## config.mk

```make
export PLATFORM = sky130hd
export DESIGN_NAME = key_conditioner
export DESIGN_NICKNAME = d
export VERILOG_FILES = /design/src/rtl/key_pkg.sv /design/src/rtl/key_debounce_cell.sv /design/src/rtl/key_conditioner.sv
export SDC_FILE = /design/constraint.sdc
export NUM_CORES = 1
export LEC_CHECK = 0
export BUFFER_PORTS_ARGS = -buffer_cell sky130_fd_sc_hd__buf_2
export CAP_MARGIN = 30
export CORE_MARGIN = 2
export CORE_UTILIZATION = 60
export DETAILED_ROUTE_END_ITERATION = 10
export GPL_ROUTABILITY_DRIVEN = 0
export PLACE_DENSITY = 0.82
export SETUP_SLACK_MARGIN = 0.1
export SLEW_MARGIN = 20
export SYNTH_ARGS = -nofsm -noshare
export SYNTH_HDL_FRONTEND = slang
export SYNTH_HIERARCHICAL = 1
export SYNTH_SLANG_ARGS = --single-unit
export TNS_END_PERCENT = 20
```

## constraint.sdc

```tcl
create_clock -name clk100mhz -period 2.7 [get_ports clk100mhz]
set_clock_uncertainty 0.2 [all_clocks]
set_input_delay 0 -clock clk100mhz [delete_from_list [all_inputs] [get_ports clk100mhz]]
set_output_delay 0 -clock clk100mhz [all_outputs]
set_load 0.005 [all_outputs]
```

## src/rtl/key_pkg.sv

```systemverilog
// Shared constants and payload types for the push-button conditioning slice.
package key_pkg;

    localparam int unsigned N_KEYS_DEF     = 5;
    localparam int unsigned DEB_CYCLES_DEF = 1000000;
    localparam int unsigned DEB_CYCLES_SIM = 4;
    localparam int unsigned CNT_W_DEF      = 20;

    // Board key positions within key_in / key_level
    localparam int unsigned KEY_CENTER = 0;
    localparam int unsigned KEY_UP     = 1;
    localparam int unsigned KEY_LEFT   = 2;
    localparam int unsigned KEY_RIGHT  = 3;
    localparam int unsigned KEY_DOWN   = 4;

    // Registered per-key result of one debounce cell
    typedef struct packed {
        logic level;
        logic press;
        logic rel;
    } key_evt_t;

endpackage

```

## src/rtl/key_debounce_cell.sv

```systemverilog
// One key channel: two-flop synchroniser, stability counter, level and edge pulses.
// KEY_AUTO_REPEAT_EN adds a hold counter that re-pulses press while the key stays down.
module key_debounce_cell
    import key_pkg::*;
#(
    parameter int unsigned DEB_CYCLES    = DEB_CYCLES_DEF,
    parameter int unsigned CNT_W         = CNT_W_DEF
`ifdef KEY_AUTO_REPEAT_EN
    ,
    parameter int unsigned REPEAT_DELAY  = 50000000,
    parameter int unsigned REPEAT_PERIOD = 20000000
`endif
) (
    input  logic     clk,
    input  logic     rst,
    input  logic     key_raw,
    output key_evt_t evt,
    output logic     press_c
);

    logic [1:0]       sync_q;
    logic             sync;
    logic [CNT_W-1:0] cnt_q;
    logic [CNT_W-1:0] cnt_d;
    logic             level_d;
    logic             release_c;

    assign sync = sync_q[1];

    // Synchroniser chain into the clock domain
    always_ff @(posedge clk or posedge rst) begin
        if (rst) begin
            sync_q <= '0;
        end else begin
            sync_q <= {sync_q[0], key_raw};
        end
    end

`ifdef KEY_AUTO_REPEAT_EN
    localparam int unsigned RPT_W = $clog2(REPEAT_DELAY + 1);

    logic [RPT_W-1:0] rpt_q;
    logic [RPT_W-1:0] rpt_d;
    logic             rpt_pulse_c;

    // Hold timer: first re-pulse after REPEAT_DELAY, then reloads to space pulses by REPEAT_PERIOD
    always_comb begin
        rpt_d       = '0;
        rpt_pulse_c = 1'b0;
        if (evt.level && level_d) begin
            if (rpt_q == RPT_W'(REPEAT_DELAY - 1)) begin
                rpt_pulse_c = 1'b1;
                rpt_d       = RPT_W'(REPEAT_DELAY - REPEAT_PERIOD);
            end else begin
                rpt_d = rpt_q + RPT_W'(1);
            end
        end
    end

    always_ff @(posedge clk or posedge rst) begin
        if (rst) begin
            rpt_q <= '0;
        end else begin
            rpt_q <= rpt_d;
        end
    end
`endif

    // Stability counter: a level is accepted only after DEB_CYCLES consecutive differing samples
    always_comb begin
        cnt_d     = '0;
        level_d   = evt.level;
        press_c   = 1'b0;
        release_c = 1'b0;
        if (sync != evt.level) begin
            if (cnt_q == CNT_W'(DEB_CYCLES - 1)) begin
                level_d   = sync;
                press_c   = sync;
                release_c = ~sync;
            end else begin
                cnt_d = cnt_q + CNT_W'(1);
            end
        end
`ifdef KEY_AUTO_REPEAT_EN
        if (rpt_pulse_c) begin
            press_c = 1'b1;
        end
`endif
    end

    always_ff @(posedge clk or posedge rst) begin
        if (rst) begin
            cnt_q <= '0;
            evt   <= '0;
        end else begin
            cnt_q     <= cnt_d;
            evt.level <= level_d;
            evt.press <= press_c;
            evt.rel   <= release_c;
        end
    end

endmodule

```

## src/rtl/key_conditioner.sv

```systemverilog
// Five-channel push-button front end: debounced levels, press/release pulses and any_press.
// Optional auto-repeat of press pulses is built when KEY_AUTO_REPEAT_EN is defined.
module key_conditioner
    import key_pkg::*;
#(
    parameter int unsigned N_KEYS        = N_KEYS_DEF,
    parameter int unsigned DEB_CYCLES    = DEB_CYCLES_DEF,
    parameter int unsigned CNT_W         = CNT_W_DEF,
    parameter int unsigned REPEAT_DELAY  = 50000000,
    parameter int unsigned REPEAT_PERIOD = 20000000
) (
    input  logic              clk100mhz,
    input  logic              clr,
    input  logic [N_KEYS-1:0] key_in,
    output logic [N_KEYS-1:0] key_level,
    output logic [N_KEYS-1:0] key_press,
    output logic [N_KEYS-1:0] key_release,
    output logic              any_press
);

    localparam bit CFG_OK = (DEB_CYCLES >= 2)
                         && ((64'(1) << CNT_W) > 64'(DEB_CYCLES))
                         && (REPEAT_PERIOD >= 1)
                         && (REPEAT_PERIOD <= REPEAT_DELAY);

    // Reject parameter sets the counters cannot represent
    if (!CFG_OK) begin : g_bad_cfg
        $error("key_conditioner: illegal DEB_CYCLES/CNT_W/REPEAT_* combination");
    end

    key_evt_t          evt   [N_KEYS];
    logic [N_KEYS-1:0] press_nxt_c;

    for (genvar i = 0; i < N_KEYS; i++) begin : g_key
        key_debounce_cell #(
            .DEB_CYCLES    (DEB_CYCLES),
            .CNT_W         (CNT_W)
`ifdef KEY_AUTO_REPEAT_EN
            ,
            .REPEAT_DELAY  (REPEAT_DELAY),
            .REPEAT_PERIOD (REPEAT_PERIOD)
`endif
        ) u_cell (
            .clk     (clk100mhz),
            .rst     (clr),
            .key_raw (key_in[i]),
            .evt     (evt[i]),
            .press_c (press_nxt_c[i])
        );

        assign key_level[i]   = evt[i].level;
        assign key_press[i]   = evt[i].press;
        assign key_release[i] = evt[i].rel;
    end

    // any_press is registered from the same next-state terms as key_press
    always_ff @(posedge clk100mhz or posedge clr) begin
        if (clr) begin
            any_press <= 1'b0;
        end else begin
            any_press <= |press_nxt_c;
        end
    end

endmodule

```

==> results of run 1 <==
worst paths after layout:
kind	slack, ps	end
setup / recovery	430	any_press$_DFF_PP0_
hold / removal	150	g_key[0].u_cell/sync_q[1]$_DFF_PP0_
setup reg to reg	430	any_press$_DFF_PP0_
hold reg to reg	150	g_key[0].u_cell/sync_q[1]$_DFF_PP0_
max in group asynchronous	1350	any_press$_DFF_PP0_
min in group asynchronous	370	g_key[2].u_cell/cnt_q[1]$_DFF_PP0_
cells in the final DEF (no fill, tap or decap), types with 10 or more instances in the layout:
cell	n
buf_2	22
xor2_1	40
nand2_1	41
nor3b_1	10
clkbuf_16	16
dfrtp_1	126
and3_1	20
or3_1	25
and4_1	15
nor4b_1	10
dlygate4sd3_1	13
or4_1	10
nor4_1	10
xnor2_1	25
a21oi_1	30
nor2_1	71
nand3_1	35
o21ai_0	20
o31ai_1	10
flip-flops by register name, summed over array words and instances (netlist names):
register and cells:
any_press 1, g_key.u_cell/cnt_q 100, g_key.u_cell/evt 15, g_key.u_cell/sync_q 10
critical path, delay by kind of cell (launching register included):
kind / cells / cell delay, ps
flops: 1 / 420
simple gates: 6 / 1590
power breakdown:
group	switching (mW)	internal, mW
clock network	0.810	1.23
registers	0.0240	1.92
logic	0.0884	0.0599
cells by family (layout without fill, tap and decap cells):
family                     Yosys count  in the layout  share of synthesized area
AOI/OAI and AO/OA                   65             65                     0.0774
muxes                                5              5                    0.00941
buffers and inverters               21             82                     0.0163
adders and majority gates            5              5                     0.0105
xor gates and xnor gates            65             65                     0.0951
and+or+nand+nor                    273            273                      0.264
DFF                                126            126                      0.527
final cells by class:
| class | instances | share of cell area |
|---|---|---|
| clock buffers | 19 | 0.0619 |
| flip-flops and latches | 126 | 0.452 |
| multi-input cells | 413 | 0.392 |
| repair buffers | 46 | 0.0529 |
| clock inverters | 11 | 0.0136 |
| inverters | 6 | 0.00323 |
| well taps | 133 | 0.0239 |
per-layer routing:
layer	part of all wire	vias to the layer above
li1	-	2121
met1	0.43	2277
met2	0.51	136
met3	0.045	26
met4	0.020	0
met5	0	-
timing repair:
| action | CTS | global route |
|---|---|---|
| endpoints found under the setup margin | 0 | 0 |
| endpoints found under the hold margin | 131 | 35 |
| hold buffers | 12 | 1 |
==> results.json, run 1 <==
{
  "dp_slack_ps": 496,
  "fin_crit_sh": 0.840,
  "hold_start": "g_key[0].u_cell/sync_q[0]$_DFF_PP0_",
  "startpoint": "g_key[4].u_cell/cnt_q[10]$_DFF_PP0_",
  "yosys_register_bits": 126,
  "diodes": 0,
  "yosysMostFrequentCell": "dfrtp_1",
  "final_cell_area_um2": 6970,
  "syn_to_final_growth_pct": 16.5,
  "yosys_warnings": 6,
  "dieHeight_um": 104,
  "r2r_cells": 6,
  "final.fill_count": 676,
  "synth.distinct_cells": 27,
  "max_stage_delay_ps": 540,
  "rsz0062_at_grt": "false",
  "antenna_left": 0,
  "fin_ws_ps": 433,
  "cts.clk_slew.worst_paths_ps": 60,
  "syn_nets": 572,
  "total_power_mw": 4.12,
  "floorplan.die.width_um": 104,
  "maxCapViolations": 0,
  "antenna_found_initial": 0,
  "max_freq_mhz": 441,
  "fin_crit_ps": 2270,
  "cp_max_fo": 4,
  "multi_input_area_um2": 2730,
  "postCtsSetupRepairBufs": 0,
  "power_density_nw_per_um2": 592,
  "path_cells": "nor4_1 > nand2_1 > or4_4 > nor3b_1 > nor3_1 > nand2_1",
  "numCtsBuffers": 17,
  "seq_area_um2": 3150,
  "slowest_stage": "or4_4",
  "grt_util_met2": 0.394,
  "drcViolationCount": 0,
  "root_buffer": "clkbuf_8",
  "dr.pass1.iters": 5,
  "numPortBuffers": 22,
  "grtUsageMet3": 0.0608,
  "final_cells": 754,
  "finalSetupViolations": 0,
  "avgViaCountPerCell": 6.05,
  "dr.first_iter.drc_count": 262,
  "dpl-instance-area_um2": 6230,
  "hold_depth": 0,
  "yosysSeqAreaShare": 0.527,
  "outcome": "completed",
  "synth_common_cells": "dfrtp_1 (126), nor2_1 (71), nand2_1 (41), xor2_1 (40), nand3_1 (35)",
  "final_util": 0.717,
  "synth_area_leaders": "dfrtp_1 (53%), xor2_1 (5.9%), nor2_1 (4.5%)",
  "grt_pass1_wl_um": 21200,
  "postSynthAreaPerCell_um2": 10.7,
  "final_nets": 622,
  "wl_um": 12800,
  "drive_above_1_share": 0.140,
  "tns_ps": 0,
  "coreArea_um2": 9730,
  "synthCells": 560,
  "cts_num_sinks": 126,
  "async_flop_share": 1.00,
  "clk_latency_ps": 520,
  "synth_edf_count": 0,
  "regToRegStartpoint": "g_key[4].u_cell/cnt_q[10]$_DFF_PP0_",
  "holdCritPathClass": "reg2reg",
  "critPathLaunchType": "flip-flop",
  "worstSetupPathType": "reg2reg",
  "hold_violations": 0,
  "routedWlPerCell_um": 17.0,
  "place_inst": 706,
  "synth_area_um2": 5980,
  "grt_max_degree": 26,
  "slew_headroom": 0.628,
  "vias": 4560,
  "cts_resized": 0,
  "leakage_nw": 3.04,
  "cts_tree": "yes",
  "dp_hpwl_um": 8140,
  "initial_core_util": 0.615,
  "worstPathRequired_ps": 2960,
  "rows": 36,
  "grtUsageMet1": 0.324,
  "yosysTopAreaCell": "dfrtp_1",
  "cts.htree.levels": 4,
  "worst_slew_pin_slew_ps": 557,
  "grt_overflow": 0,
  "vdd_ir_drop_max_uv": 587,
  "grt_use_total": 0.245,
  "top_usage_layer": "met2",
  "cpMostUsedCell": "nand2_1",
  "holdWs_ps": 147,
  "grt_pass1_vias": 4485,
  "cts.path.max_buffers": 2,
  "crit_path_end_kind": "flip-flop",
  "die_area_um2": 10800,
  "worstPathArrival_ps": 2530,
  "ys.flop_type": "dfrtp_1",
  "slew_violations": 0,
  "num_io_pins": 23,
  "yosysTopAreaCellShare": 0.527
}
Note: power is estimated with default switching activity, not from simulation.
==> run 2, diff against run 1 <==
--- a/config.mk
+++ b/config.mk
@@ -5,13 +5,14 @@
 export SDC_FILE = /design/constraint.sdc
 export NUM_CORES = 1
 export LEC_CHECK = 0
+export ABC_AREA = 1
 export BUFFER_PORTS_ARGS = -buffer_cell sky130_fd_sc_hd__buf_2
 export CAP_MARGIN = 30
 export CORE_MARGIN = 2
 export CORE_UTILIZATION = 60
 export DETAILED_ROUTE_END_ITERATION = 10
 export GPL_ROUTABILITY_DRIVEN = 0
-export PLACE_DENSITY = 0.82
+export PLACE_DENSITY = 0.81
 export SETUP_SLACK_MARGIN = 0.1
 export SLEW_MARGIN = 20
 export SYNTH_ARGS = -nofsm -noshare
==> constraint.sdc (replaced) <==
create_clock -name clk100mhz -period 2.3 [get_ports clk100mhz]
set_clock_uncertainty 0.2 [all_clocks]
set_input_delay 0 -clock clk100mhz [delete_from_list [all_inputs] [get_ports clk100mhz]]
set_output_delay 0 -clock clk100mhz [all_outputs]
set_load 0.005 [all_outputs]
==> run 2 against run 1 <==
  * Flip-flop and latch count did not move
  * Combinational power rose by 20%
  * Routed wire length is 14% higher
  * First-iteration DRC count grew 70%
  * Synthesized area grew 12%
  * Fmax increased by 27%
==> results.json, run 2 <==
{
  "yosysSeqAreaShare": 0.470,
  "maxCapViolations": 0,
  "postCtsSetupRepairBufs": 0,
  "critPathLaunchType": "flip-flop",
  "final_nets": 889,
  "slew_violations": 0,
  "final_cell_mix": "nor2_1 (182), dfrtp_1 (126), nand2_1 (125), inv_1 (82), nor2_2 (55)",
  "yosysTopAreaCellShare": 0.470,
  "grt_max_degree": 26,
  "dpl-instance-area_um2": 7030,
  "final_cells": 1030,
  "dieHeight_um": 110,
  "yosysTopAreaCell": "dfrtp_1",
  "largest_reg_flops": 100,
  "regMostFlops": "g_key.u_cell/cnt_q",
  "yosys_register_bits": 126,
  "routedWlPerCell_um": 14.1,
  "grt_use_total": 0.267,
  "top_regs": "g_key.u_cell/cnt_q: 100 flops, g_key.u_cell/evt: 15 flops, g_key.u_cell/sync_q: 10 flops",
  "dr.first_iter.drc_count": 446,
  "syn_to_final_growth_pct": 15.1,
  "synthCells": 816,
  "hold_path_end": "g_key[2].u_cell/sync_q[1]$_DFF_PP0_",
  "reg2reg_slack_ps": 510,
  "fin_crit_sh": 0.777,
  "drive_above_1_share": 0.197,
  "cpMostUsedCell": "nand3_1",
  "path_cells": "ha_1 > nand3_1 > nor2_2 > nand3_4 > nor3_2 > nor2_1 > nand3_1",
  "dr.pass1.iters": 6,
  "final_cell_area_um2": 7720,
  "diodes": 0,
  "place_inst": 983,
  "cts_num_sinks": 126,
  "worstSetupPathType": "reg2reg",
  "grt_pass1_wl_um": 24700,
  "drcViolationCount": 0,
  "yosys_warnings": 6,
  "synth_common_cells": "nor2_1 (182), dfrtp_1 (126), nand2_1 (125), inv_1 (82), nor2_2 (55)",
  "power_density_nw_per_um2": 613,
  "syn_nets": 828,
  "holdWs_ps": 146,
  "die_area_um2": 12000,
  "synth.distinct_cells": 24,
  "yosysMostFrequentCell": "nor2_1",
  "worstPathArrival_ps": 2060,
  "coreArea_um2": 10900,
  "root_buffer": "clkbuf_8",
  "max_freq_mhz": 560,
  "numPortBuffers": 22,
  "outcome": "completed",
  "wl_um": 14500,
  "slowest_stage": "dfrtp_1",
  "ys.flop_type": "dfrtp_1",
  "hold_depth": 0,
  "synth_edf_count": 0,
  "rows": 38,
  "antenna_found_initial": 0,
  "worstPathRequired_ps": 2570,
  "avgViaCountPerCell": 5.44,
  "antenna_left": 0,
  "tns_ps": 0,
  "grt_pass1_vias": 5587,
  "final.fill_count": 823,
  "dp_hpwl_um": 10400,
  "hold_start": "g_key[2].u_cell/sync_q[0]$_DFF_PP0_",
  "holdCritPathClass": "reg2reg",
  "r2r_end": "any_press$_DFF_PP0_",
  "slew_headroom": 0.680,
  "cts.path.max_buffers": 2,
  "floorplan.die.width_um": 110,
  "fin_crit_ps": 1790,
  "num_io_pins": 23,
  "clk_latency_ps": 530,
  "vdd_ir_drop_max_uv": 503,
  "cts.htree.levels": 4,
  "synth_area_leaders": "dfrtp_1 (47%), nor2_1 (10%), nand2_1 (7.0%)",
  "crit_path_end_kind": "flip-flop",
  "synth_area_um2": 6710,
  "cts.clk_slew.worst_paths_ps": 60,
  "async_flop_share": 1.00,
  "rsz0062_at_grt": "false",
  "r2r_cells": 7,
  "leakage_nw": 3.30,
  "cp_max_fo": 9,
  "finalSetupViolations": 0,
  "initial_core_util": 0.616,
  "max_stage_delay_ps": 390,
  "hold_violations": 0,
  "vias": 5601,
  "layout_commonest_cell": "nor2_1",
  "worst_slew_pin_slew_ps": 480,
  "grt_overflow": 0,
  "numCtsBuffers": 17,
  "regToRegStartpoint": "g_key[4].u_cell/cnt_q[0]$_DFF_PP0_",
  "postSynthAreaPerCell_um2": 8.22,
  "cts_tree": "yes"
}
## run 2: how the worst max path moves through the flow
stage                                  startpoint                   to  slack (ps)  depth (start not counted)
2_1_floorplan  g_key[4].u_cell/cnt_q[0]$_DFF_PP0_  any_press$_DFF_PP0_         790                          7
3_3_place_gp   g_key[1].u_cell/cnt_q[0]$_DFF_PP0_  any_press$_DFF_PP0_         660                          7
3_5_place_dp   g_key[4].u_cell/cnt_q[0]$_DFF_PP0_  any_press$_DFF_PP0_         540                          7
4_1_cts        g_key[4].u_cell/cnt_q[0]$_DFF_PP0_  any_press$_DFF_PP0_         510                          7
5_1_grt        g_key[4].u_cell/cnt_q[0]$_DFF_PP0_  any_press$_DFF_PP0_         390                          7
6_report       g_key[4].u_cell/cnt_q[0]$_DFF_PP0_  any_press$_DFF_PP0_         510                          7
## run 2: area by class of cell
| class | instances | area, µm² | area share |
|---|---|---|---|
| timing repair buffer | 42 | 320 | 0.0415 |
| clock buffer | 18 | 418 | 0.0542 |
| sequential | 126 | 3150 | 0.409 |
| tap | 140 | 175 | 0.0227 |
| multi-input combinational | 603 | 3230 | 0.418 |
| clock inverter | 14 | 96.3 | 0.0125 |
| inverter | 87 | 327 | 0.0423 |
## run 2: per-layer routing
layer,GRT usage,vias to the layer above,share of wire
li1,-,2712,-
met1,0.329,2684,0.44
met2,0.443,173,0.49
met3,0.0753,32,0.046
met4,0.107,0,0.018
met5,0,-,0
## run 2: kinds of logic after synthesis
kind of cell / count (synthesis) / synth area share
adders and majority gates: 5 / 0.00933
and+or+nand+nor: 518 / 0.387
xor gates and xnor gates: 45 / 0.0588
AOI/OAI and AO/OA: 35 / 0.0261
buffers and inverters: 87 / 0.0487
DFF: 126 / 0.470
## run 2: worst max-delay path, delay by kind of cell (launching register included)
kind / cells / cell delay [ps]
AND/OR/NAND/NOR: 6 / 920
adder cells (fa/ha/maj): 1 / 210
flip-flops: 1 / 390
## run 2: report_power, final
group	leakage, nW	switching (mW)	total [mW]	internal (mW)
clock	0.239	0.965	2.28	1.31
sequential	1.73	0.0230	2.27	2.25
combinational	1.34	0.118	0.177	0.0596
## run 2: timing repair
| action | CTS | global route |
|---|---|---|
| hold buffers | 12 | 1 |
| gates resized for setup | 0 | 0 |
| hold endpoints to repair | 131 | 18 |
## run 2: per-stage QoR
step	utilization	setup slack, ps	power (mW)
after global routing	0.709	387	4.92
after CTS	0.704	509	4.78
after floorplan	-	790	2.41
final	0.709	513	4.73
after detailed placement	0.646	539	2.46
after global placement	0.646	661	2.45
